<file path="src/rtl/pwl_act_if.sv">
// Valid/ready stream bundle for the PWL activation unit: sample in (x, mode), result out (y).
// master = upstream producer / downstream consumer side, slave = the activation unit.
interface pwl_act_if #(
  parameter int DW = 16
);
  logic          in_valid;
  logic          in_ready;
  logic [DW-1:0] x_in;
  logic          mode_in;
  logic          out_valid;
  logic          out_ready;
  logic [DW-1:0] y_out;

  modport master (
    output in_valid, x_in, mode_in, out_ready,
    input  in_ready, out_valid, y_out
  );

  modport slave (
    input  in_valid, x_in, mode_in, out_ready,
    output in_ready, out_valid, y_out
  );
endinterface

</file>
<file path="src/rtl/pwl_act_pipe.sv">
// 3-stage pipelined 7-segment PWL sigmoid / tanh (tanh = 2*sigmoid(2x) - 1) with valid/ready flow.
// Define PWL_ROUND_EN to round the slope product half-up instead of truncating it.
module pwl_act_pipe #(
  parameter int DW   = 16,
  parameter int FRAC = 8
) (
  input  logic      clk,
  input  logic      rst_n,
  pwl_act_if.slave  bus
);

  localparam int PW = DW + 10;

  typedef enum logic [2:0] {SEG0, SEG1, SEG2, SEG3, SEG4, SEG5, SEG6} seg_e;

  // Breakpoints in the DW+1 bit operand domain
  localparam logic signed [DW:0] P1 = (DW+1)'(1) << FRAC;
  localparam logic signed [DW:0] P2 = P1 <<< 1;
  localparam logic signed [DW:0] P4 = P1 <<< 2;
  localparam logic signed [DW:0] N1 = -P1;
  localparam logic signed [DW:0] N2 = -P2;
  localparam logic signed [DW:0] N4 = -P4;

  localparam logic signed [PW-1:0] ONE_W  = PW'(1) << FRAC;
  localparam logic signed [PW-1:0] HALF_W = PW'(128);

  logic                 s1_valid_q, s2_valid_q, s3_valid_q;
  logic signed [DW:0]   xs_q, xs_d;
  seg_e                 seg1_q, seg1_d, seg2_q;
  logic                 mode1_q, mode2_q;
  logic signed [PW-1:0] prod_q, prod_d;
  logic [DW-1:0]        y_q, y_d;
  logic                 en;

  logic [7:0]           slope;
  logic signed [PW-1:0] t, icpt, sig, sig_c;

  assign en            = !s3_valid_q || bus.out_ready;
  assign bus.in_ready  = en;
  assign bus.out_valid = s3_valid_q;
  assign bus.y_out     = y_q;

  // S1: doubling for tanh is done one bit wider so it never overflows
  always_comb begin
    // NOTE: every always_comb output gets a value on every path, otherwise a latch is inferred.
    xs_d   = bus.mode_in ? {bus.x_in, 1'b0} : {bus.x_in[DW-1], bus.x_in};
    seg1_d = SEG6;
    if      (xs_d < N4) seg1_d = SEG0;
    else if (xs_d < N2) seg1_d = SEG1;
    else if (xs_d < N1) seg1_d = SEG2;
    else if (xs_d < P1) seg1_d = SEG3;
    else if (xs_d < P2) seg1_d = SEG4;
    else if (xs_d < P4) seg1_d = SEG5;
  end

  // S2: Q0.8 slope, zero in the saturated segments (their result is forced later)
  always_comb begin
    slope = 8'd0;
    case (seg1_q)
      SEG1, SEG5: slope = 8'd13;
      SEG2, SEG4: slope = 8'd39;
      SEG3:       slope = 8'd59;
      default:    slope = 8'd0;
    endcase
    prod_d = PW'(xs_q) * PW'($signed({1'b0, slope}));
  end

  // S3: drop the Q0.8 slope fraction, add intercept, saturate, then reshape for tanh
  always_comb begin
`ifdef PWL_ROUND_EN
    t = (prod_q + HALF_W) >>> 8;
`else
    t = prod_q >>> 8;
`endif
    icpt = '0;
    case (seg2_q)
      SEG1:    icpt = PW'(57)  << (FRAC - 8);
      SEG2:    icpt = PW'(108) << (FRAC - 8);
      SEG3:    icpt = PW'(128) << (FRAC - 8);
      SEG4:    icpt = PW'(148) << (FRAC - 8);
      SEG5:    icpt = PW'(199) << (FRAC - 8);
      default: icpt = '0;
    endcase
    sig = t + icpt;
    if      (seg2_q == SEG0) sig_c = '0;
    else if (seg2_q == SEG6) sig_c = ONE_W;
    else if (sig[PW-1])      sig_c = '0;
    else if (sig > ONE_W)    sig_c = ONE_W;
    else                     sig_c = sig;
    y_d = mode2_q ? DW'((sig_c <<< 1) - ONE_W) : DW'(sig_c);
  end

  always_ff @(posedge clk or negedge rst_n) begin
    if (!rst_n) begin
      s1_valid_q <= 1'b0;
      s2_valid_q <= 1'b0;
      s3_valid_q <= 1'b0;
      xs_q       <= '0;
      seg1_q     <= SEG0;
      mode1_q    <= 1'b0;
      prod_q     <= '0;
      seg2_q     <= SEG0;
      mode2_q    <= 1'b0;
      y_q        <= '0;
    end else if (en) begin
      // NOTE: non-blocking so every stage samples the previous stage's old value on the same edge.
      s1_valid_q <= bus.in_valid;
      xs_q       <= xs_d;
      seg1_q     <= seg1_d;
      mode1_q    <= bus.mode_in;
      s2_valid_q <= s1_valid_q;
      prod_q     <= prod_d;
      seg2_q     <= seg1_q;
      mode2_q    <= mode1_q;
      s3_valid_q <= s2_valid_q;
      y_q        <= y_d;
    end
  end

endmodule
</file>
<file path="src/flat_wrapper.sv">
// flat-port wrapper written by rule: the top's interface ports become plain ports
module pwl_act_pipe_flat 
#(
  parameter int DW   = 16,
  parameter int FRAC = 8
)
  (clk, rst_n, bus_in_valid, bus_x_in, bus_mode_in, bus_out_ready, bus_in_ready, bus_out_valid, bus_y_out);
  pwl_act_if #(.DW(DW)) bus_i ();
  input  logic clk;
  input  logic rst_n;
  input wire logic [$bits(bus_i.in_valid)-1:0] bus_in_valid;
  input wire logic [$bits(bus_i.x_in)-1:0] bus_x_in;
  input wire logic [$bits(bus_i.mode_in)-1:0] bus_mode_in;
  input wire logic [$bits(bus_i.out_ready)-1:0] bus_out_ready;
  output wire logic [$bits(bus_i.in_ready)-1:0] bus_in_ready;
  output wire logic [$bits(bus_i.out_valid)-1:0] bus_out_valid;
  output wire logic [$bits(bus_i.y_out)-1:0] bus_y_out;
  assign bus_i.in_valid = bus_in_valid;
  assign bus_i.x_in = bus_x_in;
  assign bus_i.mode_in = bus_mode_in;
  assign bus_i.out_ready = bus_out_ready;
  assign bus_in_ready = bus_i.in_ready;
  assign bus_out_valid = bus_i.out_valid;
  assign bus_y_out = bus_i.y_out;
  pwl_act_pipe #(.DW(DW), .FRAC(FRAC)) u_core (.clk(clk), .rst_n(rst_n), .bus(bus_i));
endmodule
</file>
<file path="config.mk">
export PLATFORM = sky130hd
export DESIGN_NAME = pwl_act_pipe_flat
export DESIGN_NICKNAME = d
export VERILOG_FILES = /design/src/rtl/pwl_act_if.sv /design/src/rtl/pwl_act_pipe.sv /design/src/flat_wrapper.sv
export SDC_FILE = /design/constraint.sdc
export NUM_CORES = 1
export LEC_CHECK = 0
export BUFFER_PORTS_ARGS = -buffer_cell sky130_fd_sc_hd__buf_2
export CAP_MARGIN = 20
export CORE_UTILIZATION = 35
export DETAILED_ROUTE_END_ITERATION = 8
export GPL_TIMING_DRIVEN = 1
export HOLD_SLACK_MARGIN = 0.1
export PLACE_DENSITY = 0.52
export SLEW_MARGIN = 20
export SYNTH_ARGS = -nofsm -noshare
export SYNTH_HDL_FRONTEND = slang
export SYNTH_SLANG_ARGS = --single-unit
export TNS_END_PERCENT = 20
</file>
<file path="constraint.sdc">
create_clock -name clk -period 6.2 [get_ports clk]
set_input_delay 0.31 -clock clk [delete_from_list [all_inputs] [get_ports clk]]
set_output_delay 0.31 -clock clk [all_outputs]
set_load 0.03 [all_outputs]
</file>
==> results by group <==
Status
  – Status: finished clean

STA
  – Hold Worst Slack: 0.116 ns
  – TNS Setup: 0 ns
  – Final setup vio count: 0
  – Final Cycle Share: 92.8%
  – RSZ-0062 raised after global routing: false
  – Skew final: 0.00387 ns
  – Fin. Hold Viols: 0
  – Fin crit period: 5.75 ns
  – Slew headroom: 44.8%
  – Max-slew violations: 0
  – Slew @ Worst Pin: 0.824 ns
  – Max Fclk: 174 MHz

Logic synthesis
  – Sequential area share after synthesis: 23.4%
  – Synth warn: 0
  – Post-synth EDFFs: 0
  – Yosys cell types: 55
  – Mapped Cells: 668
  – Share of synthesized registers carrying an async set or reset: 100%
  – Seq cells post-synth: 60
  – Net count after synthesis: 815
  – Synth Cell Area: 6410 um^2
  – Syn_area_per_cell: 9.59 um^2
  – Area leader, netlist: dfrtp_1
  – Synth top area share: 23.4%
  – Synth top area cells: dfrtp_1 23%, fa_1 22%, ha_1 11%, nand2_1 4.6%, and2_1 4.4%
  – Main flop type after synthesis: dfrtp_1

Final layout
  – # nets final: 849
  – # diodes: 0
  – Area Overhead vs Synth: 11.5%
  – Fill cells: 1,803
  – Non-Filler Instances: 936
  – Ratio of cells with drive above 1 in the final layout: 12.3%

Die
  – Die width: 137 um
  – DIE HEIGHT: 137 um
  – # rows: 49
  – I/O pin cnt: 39
  – Total Die Area: 18,800 um^2
  – Initial core utilization: 35.7%
  – Placeable Area: 18,000 um^2

Worst setup path
  – CP required: 6.40 ns
  – Reg-to-reg startpoint: u_core.seg1_q[2]
  – Reg2reg path depth: 20
  – CP Capture Type: register
  – Critical path class: reg2reg
  – R2R Setup Slk: 0.45 ns
  – Critical R2R Capture: u_core.prod_q[21]
  – Crit path DAT: 5.95 ns
  – Startpoint Class: register
  – Critical Path Fanout Max: 18

Clocking
  – Max Root-Sink Buffers: 2
  – Num CTS Buffers: 9
  – Number of buffers added for setup after CTS: 0
  – Post-cts resize count: 0
  – Clock root buffer master: clkbuf_16
  – CTS H-tree lvls: 3
  – Clock transition at path regs: 0.06 ns
  – Cts hold-fix bufs: 0
  – CTS tree: yes
  – Clk_lat worst skew: 0.33 ns
  – Num Clock Sinks: 60

Global routing
  – Total GRT Usage: 17.5%
  – Remaining Overflow, GRT: 0
  – Vias in the first global route: 5,026
  – Largest net degree at the start of global routing: 75
  – First-pass GRT wire length: 25,400 um
  – Antenna violations before repair: 0

Detailed routing
  – DRC: 0
  – Post-route ant nets: 0
  – First-pass DRT Iterations: 6
  – DR WL/cell: 16.0 um
  – DRT iter0 DRCs: 252
  – Vias after detailed routing: 4,737
  – Drt total wl: 14,900 um
  – Vias per inst: 5.06

Power and ir drop
  – Peak supply drop: 0.290 mV
  – Pwr dens: 606 nW/um^2
  – Leak: 3.51 nW

Placed design
  – HPWL after DPL: 12,100 um
  – Cell count after placement: 920
  – GPL Wtd Cong: 0.846
  – I/O Buffers: 38

Run
  – Max-cap violations: 0

Worst hold path
  – Worst min-delay path class: in2async
power breakdown:
part	internal, mW	switching, mW
Combinational	1.38	1.80
Clock	0.272	0.192
Sequential	0.540	0.140
Total	2.20	2.13
state kept, by name, summed over array words and instances (netlist names):
| name | cells |
|---|---|
| u_core.xs_q | 17 |
| u_core.bus.y_out | 16 |
| u_core.prod_q | 16 |
| u_core.seg1_q | 3 |
| u_core.seg2_q | 3 |
| u_core.bus.out_valid | 1 |
| u_core.mode1_q | 1 |
| u_core.mode2_q | 1 |
| u_core.s1_valid_q | 1 |
| u_core.s2_valid_q | 1 |
synthesized netlist by cell type (3+ instances only):
| master | instances |
|---|---|
| nand2b_1 | 9 |
| mux2i_1 | 21 |
| and3_1 | 4 |
| inv_1 | 44 |
| ha_1 | 55 |
| dfrtp_1 | 60 |
| fa_1 | 71 |
| a211oi_1 | 8 |
| nor3_1 | 5 |
| or2_2 | 12 |
| nor2_1 | 43 |
| o21ai_0 | 40 |
| nand3_1 | 8 |
| nand2_1 | 79 |
| nor2b_1 | 20 |
| o31a_1 | 3 |
| xnor2_1 | 17 |
| a21o_1 | 10 |
| xor2_1 | 10 |
| o21bai_1 | 3 |
| o21a_1 | 9 |
| clkbuf_1 | 18 |
| and2_1 | 45 |
| o31ai_1 | 8 |
| a31oi_1 | 3 |
| a21oi_1 | 24 |
per-stage QoR:
step           util, %  area [um^2]  worst slack [ns]  power, mW
4_1_cts           39.8         7140             0.389       4.41
2_1_floorplan        -         6410              1.05       3.17
6_report          39.8         7140             0.447       4.33
3_5_place_dp      38.2         6860             0.417       3.92
5_1_grt           39.8         7140            0.0258       4.82
3_3_place_gp      38.2         6860            0.0621       3.86
layout make-up:
| class | count | area (um^2) | share of cell area [%] |
|---|---|---|---|
| Tap cell | 229 | 287 | 4.01 |
| Timing Repair Buffer | 44 | 235 | 3.29 |
| Clock buffer | 9 | 225 | 3.15 |
| Inverter | 46 | 173 | 2.42 |
| Sequential cell | 60 | 1500 | 21.0 |
| Multi-Input combinational cell | 541 | 4670 | 65.4 |
| Clock inverter | 7 | 52.6 | 0.736 |
how the worst max path moves through the flow:
stage | end | cells after the start | startpoint | slack [ns]
after CTS | u_core.prod_q[21] | 20 | u_core.seg1_q[2] | 0.39
after floorplan | u_core.prod_q[21] | 20 | u_core.seg1_q[1] | 1.05
final | u_core.prod_q[21] | 20 | u_core.seg1_q[2] | 0.45
after global placement | u_core.prod_q[21] | 20 | u_core.seg1_q[2] | 0.06
after global routing | u_core.prod_q[21] | 20 | u_core.seg1_q[2] | 0.03
after detailed placement | u_core.prod_q[21] | 20 | u_core.seg1_q[2] | 0.42
critical path, stage by stage (launching register included):
cell and delay, ns:
dfrtp_1 0.44, nor2_1 0.10, xnor2_2 0.64, nand2_1 0.20, fa_1 0.53, inv_1 0.04
ha_1 0.28, ha_1 0.28, inv_1 0.05, fa_1 0.53, inv_1 0.04, ha_1 0.30
a21o_1 0.18, a2111oi_0 0.40, o31a_1 0.28, o31ai_4 0.13, a211oi_1 0.47, nor2_1 0.14
o31ai_1 0.31, xor2_1 0.18, a21oi_1 0.08
cell usage in the layout, fill, tap and decap left out, drive strengths merged, types with 2 or more instances in the layout:
cell type	n
a211oi	9
a21boi	2
a21o	10
a21oi	25
a31oi	4
and2	45
and3	4
and4	2
buf	44
clkbuf	9
clkinv	7
dfrtp	60
fa	71
ha	55
inv	45
mux2i	21
nand2	79
nand2b	9
nand3	8
nand4	2
nor2	43
nor2b	20
nor3	5
o2111ai	2
o211ai	2
o21a	9
o21ai	43
o21bai	4
o22ai	2
o311ai	2
o31a	3
o31ai	10
or2	12
xnor2	17
xor2	10
cells by family (layout without fill, tap and decap cells):
| group | after synthesis | count (layout) | synth area share, % |
|---|---|---|---|
| adder cells (fa/ha/maj) | 126 | 126 | 32.9 |
| XOR/XNOR | 27 | 27 | 3.69 |
| buffers and inverters | 67 | 106 | 3.95 |
| AND/OR/NAND/NOR | 232 | 232 | 17.8 |
| flip-flops | 60 | 60 | 23.4 |
| AO/OA/AOI/OAI | 134 | 134 | 14.7 |
| multiplexers | 22 | 22 | 3.46 |
metal layers:
layer / track usage (%) / part of all wire [%] / up-vias / wire length (um)
met2: 29.7 / 49 / 73 / 7320
met3: 2.72 / 2.8 / 6 / 419
met4: 3.24 / 0.58 / 0 / 87
met1: 23.7 / 48 / 2333 / 7120
met5: 0 / 0 / - / 0
li1: - / - / 2325 / -
No activity file was read; power rests on OpenSTA's default activity.
